**config.mk**
```make
export PLATFORM = sky130hd
export DESIGN_NAME = branch_update_unit
export DESIGN_NICKNAME = d
export VERILOG_FILES = /design/src/rtl/branch_update_unit.sv
export SDC_FILE = /design/constraint.sdc
export NUM_CORES = 1
export LEC_CHECK = 0
export BUFFER_PORTS_ARGS = -buffer_cell sky130_fd_sc_hd__buf_2
export CORE_AREA = 2 2 87 89
export DETAILED_ROUTE_END_ITERATION = 12
export DIE_AREA = 0 0 89 91
export GPL_TIMING_DRIVEN = 0
export PLACE_DENSITY_LB_ADDON = 0.3
export SLEW_MARGIN = 20
export SYNTH_ARGS = -nofsm -noshare
export SYNTH_HDL_FRONTEND = slang
export SYNTH_SLANG_ARGS = --single-unit
```
**constraint.sdc**
```tcl
create_clock -name clk -period 6.3 [get_ports clk]
set_clock_uncertainty 0.2 [all_clocks]
set_input_delay 0.63 -clock clk [delete_from_list [all_inputs] [get_ports clk]]
set_output_delay 0.63 -clock clk [all_outputs]
set_load 0.02 [all_outputs]
```
**src/rtl/branch_update_unit.sv**
```systemverilog
// Branch update unit: tracks in-flight predictions in FIFO order and emits table write-backs
// on resolution. Optional counters enabled by defining BRANCH_UPDATE_STATS_EN.
module branch_update_unit #(
    parameter int unsigned PC_WIDTH   = 10,
    parameter int unsigned HIST_WIDTH = 3,
    parameter int unsigned DEPTH      = 4
) (
    input  logic                  clk,
    input  logic                  rst_n,
    input  logic                  pred_valid,
    input  logic [PC_WIDTH-1:0]   pred_pc,
    input  logic                  pred_taken,
    output logic                  pred_ready,
    output logic [HIST_WIDTH-1:0] lookup_history,
    input  logic                  resolve_valid,
    input  logic                  resolve_taken,
    output logic                  upd_we,
    output logic [PC_WIDTH-1:0]   upd_pc,
    output logic [HIST_WIDTH-1:0] upd_history,
    output logic                  upd_taken,
    output logic                  mispredict,
    output logic [HIST_WIDTH-1:0] commit_history
`ifdef BRANCH_UPDATE_STATS_EN
    ,
    output logic [15:0]           stat_resolved,
    output logic [15:0]           stat_mispredicts
`endif
);

    localparam int unsigned PtrW = $clog2(DEPTH);
    localparam int unsigned CntW = PtrW + 1;

    logic [PC_WIDTH-1:0]   ent_pc_q   [DEPTH];
    logic [HIST_WIDTH-1:0] ent_hist_q [DEPTH];
    logic                  ent_pred_q [DEPTH];

    logic [PtrW-1:0]       wr_ptr_q, wr_ptr_d;
    logic [PtrW-1:0]       rd_ptr_q, rd_ptr_d;
    logic [CntW-1:0]       count_q, count_d;
    logic [HIST_WIDTH-1:0] spec_hist_q, spec_hist_d;
    logic [HIST_WIDTH-1:0] commit_hist_q, commit_hist_d;
    logic                  upd_we_q, upd_we_d;
    logic [PC_WIDTH-1:0]   upd_pc_q, upd_pc_d;
    logic [HIST_WIDTH-1:0] upd_history_q, upd_history_d;
    logic                  upd_taken_q, upd_taken_d;
    logic                  mispredict_q, mispredict_d;

    logic not_full;
    logic resolve_fire;
    logic resolve_mis;
    logic resolve_ok;
    logic push_do;

    always_comb begin
        not_full     = (count_q < CntW'(DEPTH));
        resolve_fire = resolve_valid && (count_q != '0);
        resolve_mis  = resolve_fire && (resolve_taken != ent_pred_q[rd_ptr_q]);
        resolve_ok   = resolve_fire && !resolve_mis;
        // A correct resolve frees a slot this cycle, so a push is taken even when full;
        // a mispredict means the pushed branch is on the wrong path.
        push_do      = pred_valid && (not_full || resolve_ok) && !resolve_mis;
    end

    always_comb begin
        wr_ptr_d      = wr_ptr_q;
        rd_ptr_d      = rd_ptr_q;
        count_d       = count_q;
        spec_hist_d   = spec_hist_q;
        commit_hist_d = commit_hist_q;
        upd_we_d      = resolve_fire;
        upd_pc_d      = upd_pc_q;
        upd_history_d = upd_history_q;
        upd_taken_d   = upd_taken_q;
        mispredict_d  = resolve_mis;

        if (resolve_fire) begin
            upd_pc_d      = ent_pc_q[rd_ptr_q];
            upd_history_d = ent_hist_q[rd_ptr_q];
            upd_taken_d   = resolve_taken;
            commit_hist_d = {commit_hist_q[HIST_WIDTH-2:0], resolve_taken};
        end

        if (resolve_mis) begin
            count_d     = '0;
            rd_ptr_d    = wr_ptr_q;
            spec_hist_d = {commit_hist_q[HIST_WIDTH-2:0], resolve_taken};
        end else begin
            if (push_do) begin
                wr_ptr_d    = wr_ptr_q + PtrW'(1);
                spec_hist_d = {spec_hist_q[HIST_WIDTH-2:0], pred_taken};
            end
            if (resolve_ok) begin
                rd_ptr_d = rd_ptr_q + PtrW'(1);
            end
            if (push_do && !resolve_ok) begin
                count_d = count_q + CntW'(1);
            end else if (!push_do && resolve_ok) begin
                count_d = count_q - CntW'(1);
            end
        end
    end

    always_ff @(posedge clk or negedge rst_n) begin
        if (!rst_n) begin
            wr_ptr_q      <= '0;
            rd_ptr_q      <= '0;
            count_q       <= '0;
            spec_hist_q   <= '0;
            commit_hist_q <= '0;
            upd_we_q      <= 1'b0;
            upd_pc_q      <= '0;
            upd_history_q <= '0;
            upd_taken_q   <= 1'b0;
            mispredict_q  <= 1'b0;
        end else begin
            wr_ptr_q      <= wr_ptr_d;
            rd_ptr_q      <= rd_ptr_d;
            count_q       <= count_d;
            spec_hist_q   <= spec_hist_d;
            commit_hist_q <= commit_hist_d;
            upd_we_q      <= upd_we_d;
            upd_pc_q      <= upd_pc_d;
            upd_history_q <= upd_history_d;
            upd_taken_q   <= upd_taken_d;
            mispredict_q  <= mispredict_d;
        end
    end

    // Entry storage needs no reset: slots are only read when count marks them valid.
    always_ff @(posedge clk) begin
        if (push_do) begin
            ent_pc_q[wr_ptr_q]   <= pred_pc;
            ent_hist_q[wr_ptr_q] <= spec_hist_q;
            ent_pred_q[wr_ptr_q] <= pred_taken;
        end
    end

    assign pred_ready     = not_full;
    assign lookup_history = spec_hist_q;
    assign upd_we         = upd_we_q;
    assign upd_pc         = upd_pc_q;
    assign upd_history    = upd_history_q;
    assign upd_taken      = upd_taken_q;
    assign mispredict     = mispredict_q;
    assign commit_history = commit_hist_q;

`ifdef BRANCH_UPDATE_STATS_EN
    logic [15:0] stat_res_q, stat_res_d;
    logic [15:0] stat_mis_q, stat_mis_d;

    always_comb begin
        stat_res_d = stat_res_q;
        stat_mis_d = stat_mis_q;
        if (resolve_fire && (stat_res_q != 16'hFFFF)) begin
            stat_res_d = stat_res_q + 16'd1;
        end
        if (resolve_mis && (stat_mis_q != 16'hFFFF)) begin
            stat_mis_d = stat_mis_q + 16'd1;
        end
    end

    always_ff @(posedge clk or negedge rst_n) begin
        if (!rst_n) begin
            stat_res_q <= '0;
            stat_mis_q <= '0;
        end else begin
            stat_res_q <= stat_res_d;
            stat_mis_q <= stat_mis_d;
        end
    end

    assign stat_resolved    = stat_res_q;
    assign stat_mispredicts = stat_mis_q;
`endif

endmodule

```
# Word-level counts from Yosys, hierarchy flattened
# Memory sizes are Yosys's and may differ from the RTL's. A register that Yosys moved wholly into a read port is not among the register bits.
# Cells that the tools add are included.
word_totals:
  inputBits: 16
  ram_bits: 56
  output_inout_bits: 23
  mem_count: 3
  reg_bits: 16
  word_cells: 45
classes:
  n_addsub: 4
  bitwise: 1
  n_eq_ne: 1
  muxes: 9
  n_lt_le_gt_ge: 1
  n_reduce_logical: 18
memory_table:
  columns: ["name", "depth", "word_bits", "read_ports", "rd_ports_with_merged_regs", "write_ports", "line_no", "text"]
  rows:
  - ["ent_pc_q", 4, 10, 1, 1, 1, "33", "logic [PC_WIDTH-1:0] ent_pc_q [DEPTH];"]
  - ["ent_hist_q", 4, 3, 1, 1, 1, "34", "logic [HIST_WIDTH-1:0] ent_hist_q [DEPTH];"]
  - ["ent_pred_q", 4, 1, 1, 0, 1, "35", "logic ent_pred_q [DEPTH];"]
ops:
  columns: ["op", "n"]
  rows:
  - ["3-bit two-way mux", 5]
  - ["1-bit logical AND", 7]
  - ["3-bit nonzero test", 2]
  - ["1-bit zero test", 5]
  - ["2-bit by 1-bit adder with 2-bit output, second input constant", 2]
  - ["2-bit two-way mux", 2]
  - ["2-bit nonzero test", 2]
  - ["3-bit by 1-bit adder with 3-bit output, second input constant", 1]
  - ["3-bit less-than comparator, second input constant", 1]
  - ["3-bit by 1-bit subtractor with 3-bit output, second input constant", 1]
  - ["1-bit two-way mux", 2]
  - ["2-bit AND reduction", 1]
  - ["1-bit logical OR", 1]
  - ["1-bit != test", 1]
  - ["1-bit inverter", 1]

# Depth between registers and ports, before layout
# Gate-level depths: netlist (run 1).
depth:
  depth_word: 13
  mapped_depth: 12
  ltp_nobuf: 11

# Least setup slack after synthesis (run 1)
# No wires, ideal clock.
synth_path:
  path_kind: "reg-to-reg"
  startpoint: "reg rd_ptr_q[0]"
  endpoint: "reg count_q[2]"
  t_required_ns: 5.981
  stages_incl_launch_ff: 13
  setup_slack_ns: 3.419
  path_buffers: 1
  period_less_slack_ns: 2.881
  setup_ns: 0.119
  arrival_ns: 2.562
  cell_sequence: "dfrtp_1 > buf_6 > mux4_2 > xor2_4 > nand2_8 > inv_4 > nor2_8 > ha_1 > fa_1 > xnor2_1 > nor2_1 > xnor2_1 > nor2_1"
synth_between:
  elab_chain_cells: 11
  word_cells_on_any_way: 15
  classes_between: "1 x eq/ne; 2 x mux; 11 x reduce/logical; 1 x memory"
synth_lines:
  columns: ["element", "line_no", "text"]
  rows:
  - ["start, declared", "38", "logic [PtrW-1:0] rd_ptr_q, rd_ptr_d;"]
  - ["start signal, assigned", "117", "rd_ptr_q <= rd_ptr_d;"]
  - ["memory 4 x 1 bit (*)", null, null]
  - ["1-bit != test (*)", "57", "resolve_mis = resolve_fire && (resolve_taken != ent_pred_q[rd_ptr_q]);"]
  - ["1-bit logical AND (*)", "57", null]
  - ["named net mispredict_d", "46", "logic mispredict_q, mispredict_d;"]
  - ["1-bit zero test", "58, 61", null]
  - ["1-bit logical AND", "58", "resolve_ok = resolve_fire && !resolve_mis;"]
  - ["1-bit logical OR", "61", "push_do = pred_valid && (not_full || resolve_ok) && !resolve_mis;"]
  - ["1-bit logical AND (2 in series)", "61", null]
  - ["1-bit logical AND / 1-bit zero test (equally long branches)", "95, 97", null]
  - ["3-bit two-way mux / 1-bit logical AND (equally long branches)", "95, 97", null]
  - ["3-bit two-way mux / 3-bit nonzero test (equally long branches)", null, null]
  - ["end signal, assigned", "118", "count_q <= count_d;"]
  - ["end, declared", "39", "logic [CntW-1:0] count_q, count_d;"]
# Mark *: on every way through the listed nets, which the timed path passes. The rest lies on a longest branch.
# A chain may end at the register's enable or synchronous reset.

# Worst setup path after layout (run 1)
# Ends and elaborated chain as after synthesis.

==> impl_metrics.yaml, run 1 <==
cells_and_area:
  nNetsFinal: 285
  antenna_cells: 0
  final_cells: 367
  fin_util_pct: 54.2
  drive_gt1_share_pct: 27.6
  synthToLayoutAreaGrowth_pct: 14.4
  final_area_sq_um: 3870
power_and_ir_drop:
  p_leak_uw: 0.00154
  ir_drop_mv: 0.178
  power_density_nw_per_um2: 484
global_routing:
  grt_util_all_layers_pct: 16.2
  antenna_found_initial: 0
  grt_pass1_wl_um: 9450
  gr-total-overflow: 0
  grt_pass1_vias: 1844
  grt_max_degree: 29
routing:
  vias_per_cell: 4.98
  dr_total_vias: 1826
  wl_per_cell_um: 15.9
  wirelength_um: 5830
  route.detailed.drc: 0
  dr.pass1.iters: 4
  drt_iter0_drc: 64
  ant_nets: 0
synthesis:
  synth_top_area_cell: "edfxtp_1"
  syn_avg_cell_area_sq_um: 15.8
  synth-edff-count: 56
  synth_most_common_cell: "edfxtp_1"
  ys_warn_count: 0
  synth_cell_types: 35
  synth.ff_latch_count: 84
  async_flop_share_pct: 33.3
  synth_fp_nets: 236
  synth_cells: 214
  yosys-top-cells-count: "56 x edfxtp_1, 54 x nand2_1, 28 x dfrtp_1"
  synth.area.top_cells: "edfxtp_1 50%, dfrtp_1 21%, mux4_2 8.7%"
  synthDominantCellAreaShare_pct: 49.8
  yosys_most_used_dff: "edfxtp_1"
  syn_area_sq_um: 3380
  seq_area_frac_synth_pct: 70.5
die:
  die_w_um: 89
  die_h_um: 91
  num_rows: 31
  pin_count: 39
  dieArea_sq_um: 8100
  core_area_sq_um: 7140
  initial_core_util_pct: 47.4
clock_tree:
  post_cts.repair.setup_buffers: 0
  root_buffer: "clkbuf_8"
  tritoncts: "yes"
  cts_resized: 0
  htree_levels: 3
  ctsHoldBuffers: 0
  cts_buffer_depth: 2
  clk-insertion-delay-late_ns: 0.34
  cts.sinks: 84
  cts_buffers: 9
  cts.clk_slew.worst_paths_ns: 0.08
timing:
  maxSlewViolCount: 0
  finalSetupTns_ns: 0
  slew-limit-headroom_pct: 47.3
  period_needed_ns: 3.05
  rsz0062_at_grt: "no"
  finalCritPeriodShare_pct: 48.4
  timing.fmax_ghz: 0.328
  whs_ns: 0.107
  worstMarginPinSlew_ns: 0.791
  setup_viol: 0
  hold_viol: 0
placed_design:
  postPlaceCellArea_sq_um: 3690
  post-dp-hpwl_um: 3770
  port_buffers: 38
  gp_congestion: 0.698
  dp.cells: 351
hold_path:
  hp-class: "input pin to asynchronous set/reset pin"
setup_path:
  crit_path_max_fanout: 8
  cp-end-kind: "flop"
  cp.required_ns: 6.33
  critPathLaunchType: "flop"
  crit_type: "flop to flop"
  crit_arrival_ns: 3.08
  rrSetupSlack_ns: 3.25
status:
  outcome: "finished, final reports clean"
flow_run:
  cap_violations: 0
## report_power, final
part           switching, uW  internal (uW)
logic                    402            278
registers               89.6            766
clock network            181            155
total                    672           1200
## placed cells by master, fill, tap and decap left out, types with 2 or more instances in the layout
cell type,synthesis,routed
clkinvlp_4,0,2
inv_1,4,4
o21ai_1,2,2
clkbuf_8,0,10
mux4_2,13,13
inv_2,2,2
dfrtp_1,28,28
nand2_1,54,54
clkbuf_1,5,8
buf_2,0,38
a21oi_1,5,5
ha_1,5,5
edfxtp_1,56,56
mux2i_1,2,2
and2_1,4,4
nor2_1,9,9
xnor2_1,4,4
## flip-flops by register name (all words and copies together), names as in the netlist
| name | flops |
|---|---|
| lookup_history | 3 |
| commit_history | 3 |
| wr_ptr_q | 2 |
| upd_pc | 10 |
| ent_pc_q | 40 |
| mispredict | 1 |
| rd_ptr_q | 2 |
| upd_we | 1 |
| upd_history | 3 |
| count_q | 3 |
| ent_pred_q | 4 |
| ent_hist_q | 12 |
## critical path: stages (launching register included)
cell and delay (ns):
dfrtp_1 0.34, buf_6 0.16, mux4_2 0.62, xor2_4 0.32, nand2_8 0.10, inv_4 0.11, nor2_8 0.06, ha_1 0.23
fa_1 0.38, xnor2_1 0.13, nor2_1 0.11, xnor2_1 0.12, nor2_1 0.05
## final timing paths
path                                          from                 endpoint  cells past startpoint
min                                          rst_n    upd_pc[5]$_DFFE_PN0P_                      1
max                        rd_ptr_q[0]$_DFFE_PN0P_   count_q[2]$_DFFE_PN0P_                     12
min in group clk             upd_pc[1]$_DFFE_PN0P_    upd_pc[1]$_DFFE_PN0P_                      2
max reg2reg                rd_ptr_q[0]$_DFFE_PN0P_   count_q[2]$_DFFE_PN0P_                     12
max in group asynchronous                    rst_n  rd_ptr_q[0]$_DFFE_PN0P_                      1
min reg2reg                  upd_pc[1]$_DFFE_PN0P_    upd_pc[1]$_DFFE_PN0P_                      2
## cell families after synthesis
group / after synthesis / synth area share [%]
flops: 84 / 70.5
simple gates: 72 / 9.48
mux: 17 / 10.5
buf+inv: 15 / 2.07
compound gates: 14 / 2.92
xor+xnor: 6 / 2.11
fa+ha+maj: 6 / 2.44
## metrics by stage
step / setup slack [ns] / power, uW
finish: 3.25 / 1870
global route: 3.09 / 2000
CTS: 3.22 / 1900
detailed placement: 3.23 / 1560
global placement: 3.24 / 1540
floorplan: 3.42 / 1360
## per-layer routing
| layer | share of wire (%) | vias to the layer above | GRT usage (%) |
|---|---|---|---|
| li1 | - | 871 | - |
| met1 | 44 | 908 | 21.3 |
| met2 | 51 | 36 | 25.9 |
| met3 | 2.9 | 11 | 2.82 |
| met4 | 2.2 | 0 | 7.96 |
| met5 | 0 | - | 0 |
## final cells by class
class / instances / area (sq um)
sequential: 84 / 2380
multi-input combinational: 115 / 927
timing repair buffer: 38 / 190
clock buffer: 13 / 149
buffer: 8 / 41.3
tap: 99 / 124
inverter: 7 / 28.8
fill: 608 / 3270
clock inverter: 3 / 23.8
Note: power is estimated with default switching activity, not from simulation.
==> inputs of run 2 (changes only) <==
- clock period: 6.3 -> 2.91 ns (I/O delays scaled with it)
==> run 2 against run 1 <==
  * Final area rose by 4.0%
  * Utilization rose by 2.2 points
  * Power rose by 120%
  * Clock-buffer cell count did not move
  * Critical endpoint is now ent_hist_q[3][2]$_DFFE_PP_
==> impl_metrics.yaml, run 2 (synthesis results as in run 1) <==
setup_path:
  crit_type: "flop to flop"
  cp.required_ns: 2.68
  cpMaxStageDelayCell: "and2_1"
  crit_path_max_incr_delay_ns: 0.67
  r2r_end: "ent_hist_q[3][2]$_DFFE_PP_"
  r2r_cells: 7
  critPathLaunchType: "flop"
  path_buf_inv: 2
  path_delay_family: "simple AND/OR/NAND/NOR gates"
  crit_path_max_fanout: 14
  worstPathCellList: "buf_6 > mux4_2 > xor2_4 > nand2_8 > inv_6 > nor2_8 > and2_1"
  timing.rr.start: "rd_ptr_q[0]$_DFFE_PN0P_"
  crit_arrival_ns: 2.55
  cp-end-kind: "flop"
  rrSetupSlack_ns: 0.14
die:
  num_rows: 31
  core_area_sq_um: 7140
  die_w_um: 89
  die_h_um: 91
  pin_count: 39
  initial_core_util_pct: 47.4
  dieArea_sq_um: 8100
timing:
  rsz0062_at_grt: "no"
  period_needed_ns: 2.77
  finalCritPeriodShare_pct: 95.3
  hold_viol: 0
  whs_ns: 0.0271
  maxSlewViolCount: 0
  worstMarginPinSlew_ns: 0.795
  timing.fmax_ghz: 0.360
  slew-limit-headroom_pct: 47.0
  setup_viol: 0
power_and_ir_drop:
  ir_drop_mv: 0.358
  p_leak_uw: 0.00160
  power_density_nw_per_um2: 1030
cells_and_area:
  layout_commonest_cell: "edfxtp_1"
  layout_common_cells: "56 x edfxtp_1, 54 x nand2_1, 38 x buf_2"
  multiInputGateArea_sq_um: 948
  regMostFlops: "ent_pc_q"
  largest_reg_flops: 40
  final_area_sq_um: 4020
  nNetsFinal: 299
  synthToLayoutAreaGrowth_pct: 19.0
  drive_gt1_share_pct: 28.7
  fillers: 598
  antenna_cells: 0
  seq_area_sq_um: 2380
global_routing:
  grt_util_all_layers_pct: 16.4
  grt_max_degree: 29
  antenna_found_initial: 0
  grtUsageMet1_pct: 21.6
  grt_pass1_vias: 1890
  gr-total-overflow: 0
  grt_use_met2_pct: 26.4
  grt_pass1_wl_um: 9580
  globalRouteMet3Util_pct: 2.64
  top_usage_layer: "met2"
hold_path:
  hp-class: "input pin to flop"
  min_from: "pred_taken"
  hold_depth: 1
  hold_end: "ent_pred_q[3]$_DFFE_PP_"
routing:
  route.detailed.drc: 0
  vias_per_cell: 4.91
  dr_total_vias: 1869
  dr.pass1.iters: 4
  wirelength_um: 5940
  drt_iter0_drc: 87
  ant_nets: 0
  wl_per_cell_um: 15.6
status:
  outcome: "finished, final reports clean"
clock_tree:
  root_buffer: "clkbuf_8"
  htree_levels: 3
  tritoncts: "yes"
  cts.clk_slew.worst_paths_ns: 0.08
  cts_buffer_depth: 2
  cts.sinks: 84
  cts_buffers: 9
  clk-insertion-delay-late_ns: 0.34
placed_design:
  gp_congestion: 0.698
  post-dp-hpwl_um: 3770
  postPlaceCellArea_sq_um: 3690
  port_buffers: 38
flow_run:
  cap_violations: 0
run 2: changes by cell type in the layout (fill, tap and decap cells not counted), sizes merged:
cell	delta
dlygate4sd3	+11
buf	+3
run 2: per-stage QoR:
step / utilization [%] / setup slack (ns) / std cells / TNS [ns] / power (uW)
final: 56.4 / 0.135 / 381 / 0 / 4140
after global routing: 56.4 / 0.0144 / 381 / 0 / 4410
after CTS: 56.0 / 0.00803 / 381 / 0 / 4160
after detailed placement: 51.8 / -0.162 / 351 / -2.51 / 3380
after global placement: 51.8 / -0.146 / 351 / -2.64 / 3330
after floorplan: - / 0.0293 / 214 / 0 / 2940
run 2: how the worst max path moves through the flow:
stage | from | end | slack, ns | cells past startpoint
2_1_floorplan | rd_ptr_q[0]$_DFFE_PN0P_ | count_q[2]$_DFFE_PN0P_ | 0.03 | 12
3_3_place_gp | rd_ptr_q[0]$_DFFE_PN0P_ | count_q[2]$_DFFE_PN0P_ | -0.15 | 12
3_5_place_dp | rd_ptr_q[0]$_DFFE_PN0P_ | count_q[2]$_DFFE_PN0P_ | -0.16 | 12
4_1_cts | rd_ptr_q[0]$_DFFE_PN0P_ | count_q[2]$_DFFE_PN0P_ | 0.008 | 12
5_1_grt | rd_ptr_q[0]$_DFFE_PN0P_ | ent_hist_q[3][2]$_DFFE_PP_ | 0.01 | 7
6_report | rd_ptr_q[0]$_DFFE_PN0P_ | ent_hist_q[3][2]$_DFFE_PP_ | 0.14 | 7
run 2: repair_timing:
action                                  CTS  global route
pin swaps                                 1             2
endpoints found under the setup margin   58            29
hold buffers                             11             0
setup buffers                             3             0
gates resized for setup                   0             6
hold endpoints to repair                 68             0
run 2: per-layer routing:
layer	routed length, um	share of wire (%)	up-vias
li1	-	-	895
met1	2570	43	927
met2	3070	52	36
met3	171	2.9	11
met4	130	2.2	0
met5	0	0	-
run 2: layout make-up:
| type | instances | area share [%] |
|---|---|---|
| sequential | 84 | 59.2 |
| clock buffer | 13 | 3.70 |
| timing repair buffer | 52 | 8.02 |
| buffer | 8 | 1.03 |
| tap | 99 | 3.08 |
| multi-input combinational | 115 | 23.6 |
| clock inverter | 3 | 0.591 |
| inverter | 7 | 0.778 |
run 2: where the power goes:
group | switching [uW] | leakage [uW] | internal, uW
sequential | 198 | 0.000852 | 1660
clock | 394 | 0.0000799 | 336
combinational | 893 | 0.000667 | 662
total | 1490 | 0.00160 | 2660
==> inputs of run 3 (changes only) <==
- SETUP_SLACK_MARGIN: default -> 0.15
==> run 3 against run 2 <==
  * Die area did not move
  * First-iteration DRC count rose by 6.9%
  * Power rose by 1.6%
  * Critical path type unchanged
  * Critical endpoint is now count_q[2]$_DFFE_PN0P_
==> impl_metrics.yaml, run 3 (synthesis results as in run 1) <==
status:
  outcome: "finished, final reports clean"
flow_run:
  cap_violations: 0
cells_and_area:
  synthToLayoutAreaGrowth_pct: 20.7
  fillers: 593
  layout_commonest_cell: "edfxtp_1"
  largest_reg_flops: 40
  nNetsFinal: 307
  drive_gt1_share_pct: 31.7
  antenna_cells: 0
  regMostFlops: "ent_pc_q"
  layout_common_cells: "56 x edfxtp_1, 54 x nand2_1, 38 x buf_2"
timing:
  setup_viol: 0
  finalCritPeriodShare_pct: 93.8
  period_needed_ns: 2.73
  worstMarginPinSlew_ns: 0.776
  slew-limit-headroom_pct: 48.3
  setup_ws_ns: 0.179
  timing.fmax_ghz: 0.366
  hold_viol: 0
  rsz0062_at_grt: "yes"
  maxSlewViolCount: 0
routing:
  wirelength_um: 6300
  vias_per_cell: 4.99
  drt_iter0_drc: 93
  route.detailed.drc: 0
  dr.pass1.iters: 4
  wl_per_cell_um: 16.2
  ant_nets: 0
  dr_total_vias: 1942
clock_tree:
  cts.clk_slew.worst_paths_ns: 0.08
  cts_buffer_depth: 2
  root_buffer: "clkbuf_8"
  cts.sinks: 84
  htree_levels: 3
  clk-insertion-delay-late_ns: 0.35
  cts_buffers: 9
  tritoncts: "yes"
global_routing:
  gr-total-overflow: 0
  grt_pass1_vias: 1998
  grt_util_all_layers_pct: 17.3
  grt_pass1_wl_um: 10100
  grt_max_degree: 29
  antenna_found_initial: 0
die:
  die_w_um: 89
  initial_core_util_pct: 47.4
  core_area_sq_um: 7140
  die_h_um: 91
  dieArea_sq_um: 8100
  num_rows: 31
  pin_count: 39
setup_path:
  cp.required_ns: 2.96
  crit_path_max_fanout: 7
  crit_arrival_ns: 2.78
  crit_type: "flop to flop"
  critPathLaunchType: "flop"
  cp-end-kind: "flop"
power_and_ir_drop:
  combPwrFrac_pct: 38.9
  ir_drop_mv: 0.283
  swShare_pct: 36.2
  p_leak_uw: 0.00164
  p_sw_uw: 1520
  clkPwrFrac_pct: 17.2
  pwr-share-seq_pct: 43.9
  power_density_nw_per_um2: 1030
  p_total_uw: 4210
  internal_power_uw: 2690
hold_path:
  hp-class: "input pin to flop"
placed_design:
  gp_congestion: 0.751
  post-dp-hpwl_um: 3790
  port_buffers: 38
  dp_slack_ns: -0.126
run 3: cell types whose count changed in the layout (fill, tap and decap cells not counted), sizes merged:
| cell | before | now |
|---|---|---|
| clkbuf | 18 | 17 |
| buf | 44 | 52 |
| clkinv | 1 | 2 |
run 3: metrics by stage:
stage / hold WS (ns) / std cells / instance area [sq um] / util, % / setup TNS [ns]
after floorplan: -0.205 / 214 / 3400 / - / 0
after global placement: 0.166 / 351 / 3710 / 52.0 / -3.84
after detailed placement: 0.176 / 351 / 3710 / 52.0 / -5.20
after CTS: 0.0117 / 383 / 4030 / 56.5 / 0
after global routing: 0.0254 / 389 / 4080 / 57.2 / 0
final: 0.0113 / 389 / 4080 / 57.2 / 0
run 3: worst paths after layout:
| kind | startpoint | to | slack [ns] | depth (start not counted) |
|---|---|---|---|---|
| setup / recovery | rd_ptr_q[0]$_DFFE_PN0P_ | count_q[2]$_DFFE_PN0P_ | 0.18 | 12 |
| min in group asynchronous | rst_n | upd_history[1]$_DFFE_PN0P_ | 0.30 | 2 |
| hold reg to reg | upd_pc[8]$_DFFE_PN0P_ | upd_pc[8]$_DFFE_PN0P_ | 0.27 | 2 |
| setup reg to reg | rd_ptr_q[0]$_DFFE_PN0P_ | count_q[2]$_DFFE_PN0P_ | 0.18 | 12 |
| max in group asynchronous | rst_n | count_q[2]$_DFFE_PN0P_ | 1.75 | 2 |
| hold / removal | pred_taken | ent_pred_q[0]$_DFFE_PP_ | 0.01 | 1 |
run 3: power by group through the flow:
stage               Combinational (uW)  Clock, uW  Sequential, uW
floorplan                          966          0            2000
global placement                  1500          0            1860
detailed placement                1530          0            1870
CTS                               1610        743            1840
global route                      1810        780            1890
finish                            1640        724            1840
run 3: worst max-delay path: stages (launching register included):
cell     delay (ns)
dfrtp_1        0.35
buf_6          0.11
mux4_2         0.57
xor2_4         0.26
nand2_8        0.09
inv_8          0.07
nor2_8         0.05
ha_4           0.18
fa_2           0.33
xnor2_1        0.13
nor2_1         0.12
xnor2_1        0.13
nor2_1         0.05
run 3: area by class of cell:
class | count | area [sq um] | share of cell area, %
sequential | 84 | 2380 | 58.4
multi-input combinational | 115 | 952 | 23.3
timing repair buffer | 60 | 383 | 9.38
clock buffer | 12 | 135 | 3.31
tap | 99 | 124 | 3.04
buffer | 8 | 41.3 | 1.01
inverter | 7 | 33.8 | 0.828
clock inverter | 4 | 28.8 | 0.705
run 3: repair_timing:
| item | CTS | global route |
|---|---|---|
| hold endpoints to repair | 68 | 0 |
| pin swaps | 3 | 0 |
| gates cloned | 0 | 0 |
| resized for setup | 4 | 1 |
| setup buffers | 5 | 6 |
| setup endpoints to repair | 58 | 2 |
| hold buffers | 11 | 0 |
run 3: metal layers:
metal	GRT usage, %	up-vias	routed length, um
li1	-	913	-
met1	21.8	971	2810
met2	27.3	47	3100
met3	5.73	11	263
met4	7.21	0	126
met5	0	-	0
